### config.mk
export PLATFORM = sky130hd
export DESIGN_NAME = pc_flow_ctrl
export DESIGN_NICKNAME = d
export VERILOG_FILES = /design/src/rtl/pc_flow_ctrl.sv
export SDC_FILE = /design/constraint.sdc
export NUM_CORES = 1
export LEC_CHECK = 0
export ABC_AREA = 1
export BUFFER_PORTS_ARGS = -buffer_cell sky130_fd_sc_hd__buf_4
export CAP_MARGIN = 20
export CORE_ASPECT_RATIO = 1.4
export CORE_MARGIN = 2
export CORE_UTILIZATION = 44
export CTS_BUF_LIST = sky130_fd_sc_hd__clkbuf_8
export CTS_CLUSTER_SIZE = 30
export DETAILED_ROUTE_END_ITERATION = 10
export HOLD_SLACK_MARGIN = 0.06
export PLACE_DENSITY = 0.81
export SYNTH_ARGS = -nofsm -noshare
export SYNTH_HDL_FRONTEND = slang
export SYNTH_SLANG_ARGS = --single-unit
### constraint.sdc
create_clock -name clock -period 1.78 [get_ports clock]
set_clock_uncertainty 0.15 [all_clocks]
set_input_delay 0.089 -clock clock [delete_from_list [all_inputs] [get_ports clock]]
set_output_delay 0.089 -clock clock [all_outputs]
set_load 0.01 [all_outputs]
### src/rtl/pc_flow_ctrl.sv
// pc_flow_ctrl
// Fetch-stage program counter sequencer with ID-stage branch resolution.
// Owns the PC register, picks the next PC (pc+4, resolved branch/jump
// target, or exception vector), and produces the IF/ID hold/flush and
// ID/EX bubble controls. A flow instruction in ID that depends on a result
// still in EX/MEM is held for a counted number of stall cycles.
//
// Handshake: imem_ready=1 means the fetch of the current pc completes this
// cycle; the PC only advances on such a cycle (or on an exception
// redirect, which always advances). When a redirect happens while a fetch
// is still in flight, the next ready beat belongs to the stale address and
// is discarded.
//
// Ports:
//   clock, reset        rising-edge clock, synchronous active-high reset
//   imem_ready          current fetch completes this cycle
//   id_*                ID-stage flow instruction info (valid, is_flow,
//                       taken, target, source regs and their use flags)
//   ex_regwrite/ex_is_load/ex_rd   EX-stage producer info
//   mem_is_load/mem_rd  MEM-stage load producer info
//   exc_req             single-cycle exception redirect pulse
//   pc, pc_plus4        current fetch address and its sequential successor
//   if_id_write         IF/ID register enable
//   if_id_flush         IF/ID loads a bubble
//   id_ex_bubble        ID/EX loads a bubble
//   stall_cnt           remaining branch-hazard stall cycles
//   state_o             FSM state: 00 RUN, 01 HAZ, 10 DROP
module pc_flow_ctrl #(
    parameter logic [31:0] RESET_PC   = 32'h0000_3000,
    parameter bit          DELAY_SLOT = 1'b1,
    parameter logic [31:0] EXC_VECTOR = 32'h0000_4180
) (
    input  logic        clock,
    input  logic        reset,
    input  logic        imem_ready,
    input  logic        id_valid,
    input  logic        id_is_flow,
    input  logic        id_taken,
    input  logic [31:0] id_target,
    input  logic [4:0]  id_rs,
    input  logic [4:0]  id_rt,
    input  logic        id_uses_rs,
    input  logic        id_uses_rt,
    input  logic        ex_regwrite,
    input  logic        ex_is_load,
    input  logic [4:0]  ex_rd,
    input  logic        mem_is_load,
    input  logic [4:0]  mem_rd,
    input  logic        exc_req,
    output logic [31:0] pc,
    output logic [31:0] pc_plus4,
    output logic        if_id_write,
    output logic        if_id_flush,
    output logic        id_ex_bubble,
    output logic [1:0]  stall_cnt,
    output logic [1:0]  state_o
);

    typedef enum logic [1:0] {
        RUN  = 2'b00,
        HAZ  = 2'b01,
        DROP = 2'b10
    } state_t;

    state_t state;

    logic       flow;
    logic       rs_ex_hit;
    logic       rt_ex_hit;
    logic       rs_mem_hit;
    logic       rt_mem_hit;
    logic [1:0] depth;
    logic       hazard;

    assign flow = id_valid && id_is_flow;

    // Register 0 never creates a dependency.
    assign rs_ex_hit  = id_uses_rs && (id_rs != 5'd0) && ex_regwrite && (id_rs == ex_rd);
    assign rt_ex_hit  = id_uses_rt && (id_rt != 5'd0) && ex_regwrite && (id_rt == ex_rd);
    assign rs_mem_hit = id_uses_rs && (id_rs != 5'd0) && mem_is_load && (id_rs == mem_rd);
    assign rt_mem_hit = id_uses_rt && (id_rt != 5'd0) && mem_is_load && (id_rt == mem_rd);

    // A load still in EX needs two cycles before its data can be forwarded
    // to the ID comparator; an EX ALU result or a MEM load needs one.
    always_comb begin
        depth = 2'd0;
        if ((rs_ex_hit || rt_ex_hit) && ex_is_load)
            depth = 2'd2;
        else if (rs_ex_hit || rt_ex_hit || rs_mem_hit || rt_mem_hit)
            depth = 2'd1;
    end

    // Dependency checks only start a stall from RUN.
    assign hazard = (state == RUN) && flow && (depth != 2'd0);

    assign pc_plus4 = pc + 32'd4;
    assign state_o  = state;

    // Per-cycle pipeline controls, evaluated against the current inputs.
    always_comb begin
        if_id_write  = 1'b0;
        if_id_flush  = 1'b0;
        id_ex_bubble = 1'b0;
        if (reset || exc_req) begin
            if_id_flush  = 1'b1;
            id_ex_bubble = 1'b1;
        end else begin
            case (state)
                RUN: begin
                    if (hazard) begin
                        id_ex_bubble = 1'b1;
                    end else if (imem_ready) begin
                        if_id_write = 1'b1;
                        // Without a delay slot the sequential fetch behind a
                        // taken redirect must not enter ID.
                        if_id_flush = !DELAY_SLOT && flow && id_taken;
                    end
                end
                HAZ: begin
                    id_ex_bubble = 1'b1;
                end
                DROP: begin
                    // ID was already flushed by the redirect; keep it empty
                    // and throw away the stale beat when it arrives.
                    id_ex_bubble = 1'b1;
                    if_id_flush  = imem_ready;
                end
                default: begin
                    id_ex_bubble = 1'b1;
                end
            endcase
        end
    end

    always_ff @(posedge clock) begin
        if (reset) begin
            pc        <= {RESET_PC[31:2], 2'b00};
            state     <= RUN;
            stall_cnt <= 2'd0;
        end else if (exc_req) begin
            pc        <= {EXC_VECTOR[31:2], 2'b00};
            stall_cnt <= 2'd0;
            state     <= imem_ready ? RUN : DROP;
        end else begin
            case (state)
                RUN: begin
                    if (hazard) begin
                        stall_cnt <= depth;
                        state     <= HAZ;
                    end else if (imem_ready) begin
                        if (flow && id_taken)
                            pc <= {id_target[31:2], 2'b00};
                        else
                            pc <= {pc_plus4[31:2], 2'b00};
                    end
                end
                HAZ: begin
                    if (stall_cnt <= 2'd1) begin
                        stall_cnt <= 2'd0;
                        state     <= RUN;
                    end else begin
                        stall_cnt <= stall_cnt - 2'd1;
                    end
                end
                DROP: begin
                    if (imem_ready)
                        state <= RUN;
                end
                default: begin
                    state     <= RUN;
                    stall_cnt <= 2'd0;
                end
            endcase
        end
    end

endmodule

* Word level (Yosys, flattened, before mapping) *
Cells that the tools add are included.

storage, ports and cells
  register bits = 36
  latch bits = 0
  memory bits (writable) = 0
  ROM bits = 0
  output and inout bits = 71
  memories kept = 0

cells by class
  add/subtract/negate cells = 2
  $mul = 0
  div/mod/pow operators = 0
  order comparisons = 1
  eq/ne operators = 11
  shifts and indexed selects = 0
  multiplexer cells = 25
  bitwise logic cells = 2
  reduce and logical (&&, ||, !) cells = 30

operators by type and width
  operator                 count
  $mux W15                 4
  $add A32 B3 Y32 const B  1
  $mux W32                 1
  $eq A5 B5 Y1             4
  $mux W2                  8
  $logic_and A1 B1 Y1      15
  $pmux W2 S3              2
  $mux W1                  10
  $reduce_bool A5 Y1       2
  $ne A3 B3 Y1 const B     3
  $reduce_and A3 Y1        3
  $reduce_bool A2 Y1       3
  $logic_or A1 B1 Y1       4
  $ne A2 B2 Y1 const B     2
  $eq A2 B1 Y1 const B     1
  $eq A2 B2 Y1 const B     1
  $le A2 B1 Y1 const B     1
  $logic_not A2 Y1         1
  $not A1 Y1               2
  $reduce_and A2 Y1        1
  $reduce_or A2 Y1         1
  $sub A2 B1 Y2 const B    1

* Depth between registers and ports, before layout *
  depth in word-level cells = 14
  depth in mapped cells = 13

* Least setup slack after synthesis *
OpenSTA, ideal clock, no wires.

  path type = register to register
  start = register pc[2]
  end = register pc[18]
  setup time = 70 ps
  data arrival time = 1750 ps
  required time = 1560 ps
  slack = -190 ps
  cell stages (with the launch flop) = 11
  path buffers = 0
  path through = dfxtp_1 -> ha_1 -> nand2_1 -> nor2_1 -> nand2_1 -> nor2_1 -> xor2_1 -> nand2_1 -> nand2_1 -> nand2_1 -> a21oi_1

on the way
  cells in the longest elaborated chain, start to end = 2

RTL lines
  element                   line  RTL
  start: declaration        50    output logic [31:0] pc,
  start signal: assignment  137   pc <= {RESET_PC[31:2], 2'b00};
  start signal: assignment  141   pc <= {EXC_VECTOR[31:2], 2'b00};
  start signal: assignment  152   pc <= {id_target[31:2], 2'b00};
  $add A32 B3 Y32           96    assign pc_plus4 = pc + 32'd4;
  net pc_plus4[18]          51    output logic [31:0] pc_plus4,
  $mux W32                  151   if (flow && id_taken)

The timed path passes the listed nets, and every way through them passes these cells.
A chain may end at the register's enable or synchronous reset.

* Worst setup path after layout *
  start = register pc[12]
  end = register pc[19]

on the way
  cells in the longest elaborated chain, start to end = 2

RTL lines
  element          line
  $add A32 B3 Y32  96
  $mux W32         151

Every way passes these cells.

==> impl_metrics.ini <==
[power_and_ir_drop]
irDropWorstVdd_v = 0.000338
power.density_cell_area_mw_per_mm2 = 428
design_power_total_mw = 2.41
power_leakage_nw = 2.98

[critical_path]
critical_path.startpoint_type = flip-flop
critical_path_endpoint_category = flip-flop
critical_path.cell_chain = buf_4 > nand2_2 > nor2_1 > inv_1 > nor2_4 > nand2_4 > buf_6 > xor2_4 > buf_4 > nand2_1 > nand2_1 > nand2_1 > a21oi_1
worst_r2r_path_depth = 13
critPathArrivalTime_ps = 2410
crit-reg2reg-capture = pc[19]
cpMostUsedCell = nand2_1
worst-setup-path-type = flip-flop to flip-flop
worstPathMaxFanout = 3
worst_path_max_delay_cell = dfxtp_2
critPathBufInv = 4
r2r_start = pc[12]
worst_path_largest_cell_delay_ps = 380
cp.required_ps = 1850
critical-path-top-delay-family = simple AND/OR/NAND/NOR gates
rrSetupSlack_ps = -560

[placed_design]
numPortBuffers = 128
gp_congestion = 0.989
placed_area_mm2 = 0.00439
dpl.hpwl_um = 8320

[synthesis]
synthTopCellsByArea = nand2_1 25%, dfxtp_1 23%, inv_1 8.8%, nor2_1 7.1%, a21oi_1 5.4%
synth_largest_type_area_fraction = 0.250
synth_most_common_cell = nand2_1
synth_sequential_area_ratio = 0.231
yosys-top-cells-count = 196 x nand2_1, 69 x inv_1, 56 x nor2_1
yosys_warnings = 0
async_reset_ff_frac = 0
synth-xor-area-share = 0.0675
synth_ff_type = dfxtp_1
synthCells = 520
post-synth-top-area-cell = nand2_1
synth-edff-count = 0
ys_ff_latch = 34
number_of_distinct_standard_cells_referenced_by_the_synthesized_netlist = 37
mapped_area_mm2 = 0.00295
post_synth_mux_area_share = 0.0136
post_synth_fa_ha_maj_area_fraction = 0.00425
syn_area_per_cell_um2 = 5.67
synth_top_family_by_area = simple AND/OR/NAND/NOR gates
synth_simple_gate_area_frac = 0.467
synth-compound-area-share = 0.0892

[drt]
drt_first_iter_violations = 533
vias = 4841
drt-vias-per-instance = 5.85
route.detailed.drc = 0
first_pass_iters = 7
antenna_left = 0
route.detailed.wl_per_inst_um = 19.5
drt-total-wl_um = 16100

[die]
total_i_o_pin_count = 135
row_count = 35
effective_utilization_at_floorplan = 0.452
floorplan.core_area_mm2 = 0.00653
die_w_um = 73.2
fp.dieArea_mm2 = 0.00738
die_height_um = 101

[clock_network]
numClockSinks = 34
cts-root-buf = clkbuf_8
clkLatencyLatePin_ps = 300
clk_transition_reported_paths_ps = 90
cts-buffers-inserted = 5
tritoncts = yes
clock_tree.htree_level_count = 2
cts-root-to-sink-buffers = 2

[global_routing]
global_route.usage.total = 0.335
via_count_of_the_first_global_routing_pass = 4465
grt.overflow.total = 0
grt_first_pass_wirelength_um = 19400
largest_net_degree_at_the_start_of_global_routing = 25
grt_antenna_before_repair = 0

[finish]
post-route-cell-area_mm2 = 0.00563
fin_nets = 818
areaGrowthSynthToFinish_pct = 91.2
antennaDiodeCount = 0
drive_gt1_frac = 0.467
finalCoreUtilization = 0.863

[min_path]
worst_hold_path_type = input pin to flip-flop
worstHoldEndpoint = stall_cnt[1]
hp-start = ex_is_load
timing.hold.worst_path_depth = 5

[timing]
finalSetupViolations = 47
finalWorstPathRequiredPeriod_ps = 2340
maxSlewViolCount = 0
top_achievable_clock_speed_mhz = 427
fin_hold_ws_ps = 106
grt_setup_unrepaired = true
final_hold_viol_count = 0
final.period_utilization = 1.31
postLayoutSetupSlackWorst_ps = -561

[run_status]
failed_checks = negative setup slack
status = finished, violations left

[job]
max_cap_violations = 0
[routing by layer]
layer | wire (µm) | vias to the layer above | share of wire | track usage
met1 | 5080 | 2200 | 0.31 | 0.327
met4 | 1710 | 0 | 0.11 | 0.182
met3 | 1540 | 164 | 0.095 | 0.0520
li1 | - | 2062 | - | -
met5 | 0 | - | 0 | 0
met2 | 7820 | 415 | 0.48 | 0.647
[cell families after synthesis]
logic type	Yosys count
AOI/OAI and AO/OA	50
xor gates and xnor gates	21
adders and majority gates	1
buffers and inverters	89
DFF	34
muxes	4
other	1
and+or+nand+nor	320
[worst max-delay path by stage]
stage                      start      endpoint  cells past startpoint
after floorplan            pc[2]        pc[24]                     13
after global placement     pc[3]        pc[24]                     13
after detailed placement   pc[3]        pc[20]                     12
after CTS                  pc[3]  pc_plus4[30]                      9
after global routing      pc[21]  pc_plus4[28]                      9
final                     pc[12]        pc[19]                     13
[cell usage in the layout, fill, tap and decap left out, types with 4 or more instances in the layout]
cell type and instances:
nand3_1 24, nor2_1 45, inv_1 62, buf_6 23
dlygate4sd3_1 32, inv_2 10, nor3_1 4, nand2_2 25
nand2_1 167, buf_4 184, xor2_2 8, clkbuf_8 6
nand3_2 8, dfxtp_1 9, dfxtp_2 21, dfxtp_4 4
a21oi_2 8, xor2_4 5, o21ai_1 4, nand2_4 7
nand4_1 7, nor2_2 6, nor3_4 5, xnor2_2 4
a21oi_1 24, o21ai_0 9, conb_1 4, nor2_4 10
[stage by stage]
stage          setup WS (ps)  TNS, ps  cells
2_1_floorplan          -53.9    -79.6    523
3_3_place_gp           -7.63    -7.63    764
3_5_place_dp           -62.9     -281    764
4_1_cts                 -235    -3190    816
5_1_grt                 -617   -15530    828
6_report                -561   -12500    828
[flip-flops by register name (all words and copies together), names as in the netlist]
signal,count
pc,30
stall_cnt,2
state_o,2
[worst reg2reg max path, delay by kind of cell, from the launching register on]
| family | cells | cell delay [ps] |
|---|---|---|
| AO/OA/AOI/OAI | 1 | 170 |
| buffers and inverters | 4 | 590 |
| XOR/XNOR | 1 | 290 |
| AND/OR/NAND/NOR | 7 | 720 |
| flip-flops | 1 | 380 |
[what timing repair did]
item	4_1_cts	5_1_grt
gates cloned	0	0
pin swaps	23	39
endpoints found under the hold margin	33	0
hold buffers	32	0
setup endpoints to repair	29	51
gates resized for setup	63	99
buffers inserted	13	14
[area by class of cell]
type / instances / area, µm²
Sequential cell: 34 / 722
Timing Repair Buffer: 240 / 1980
Clock inverter: 2 / 33.8
Inverter: 72 / 274
Clock buffer: 6 / 82.6
Multi-Input combinational cell: 400 / 2450
Fill cell: 357 / 891
Tap cell: 74 / 92.6
[power breakdown]
| part | leakage [nW] | internal, mW | switching, mW |
|---|---|---|---|
| Combinational | 2.63 | 0.383 | 0.415 |
| Sequential | 0.288 | 0.787 | 0.0351 |
| Clock | 0.0626 | 0.452 | 0.337 |
| Total | 2.98 | 1.62 | 0.787 |
Power figures use the tool's default switching activity.
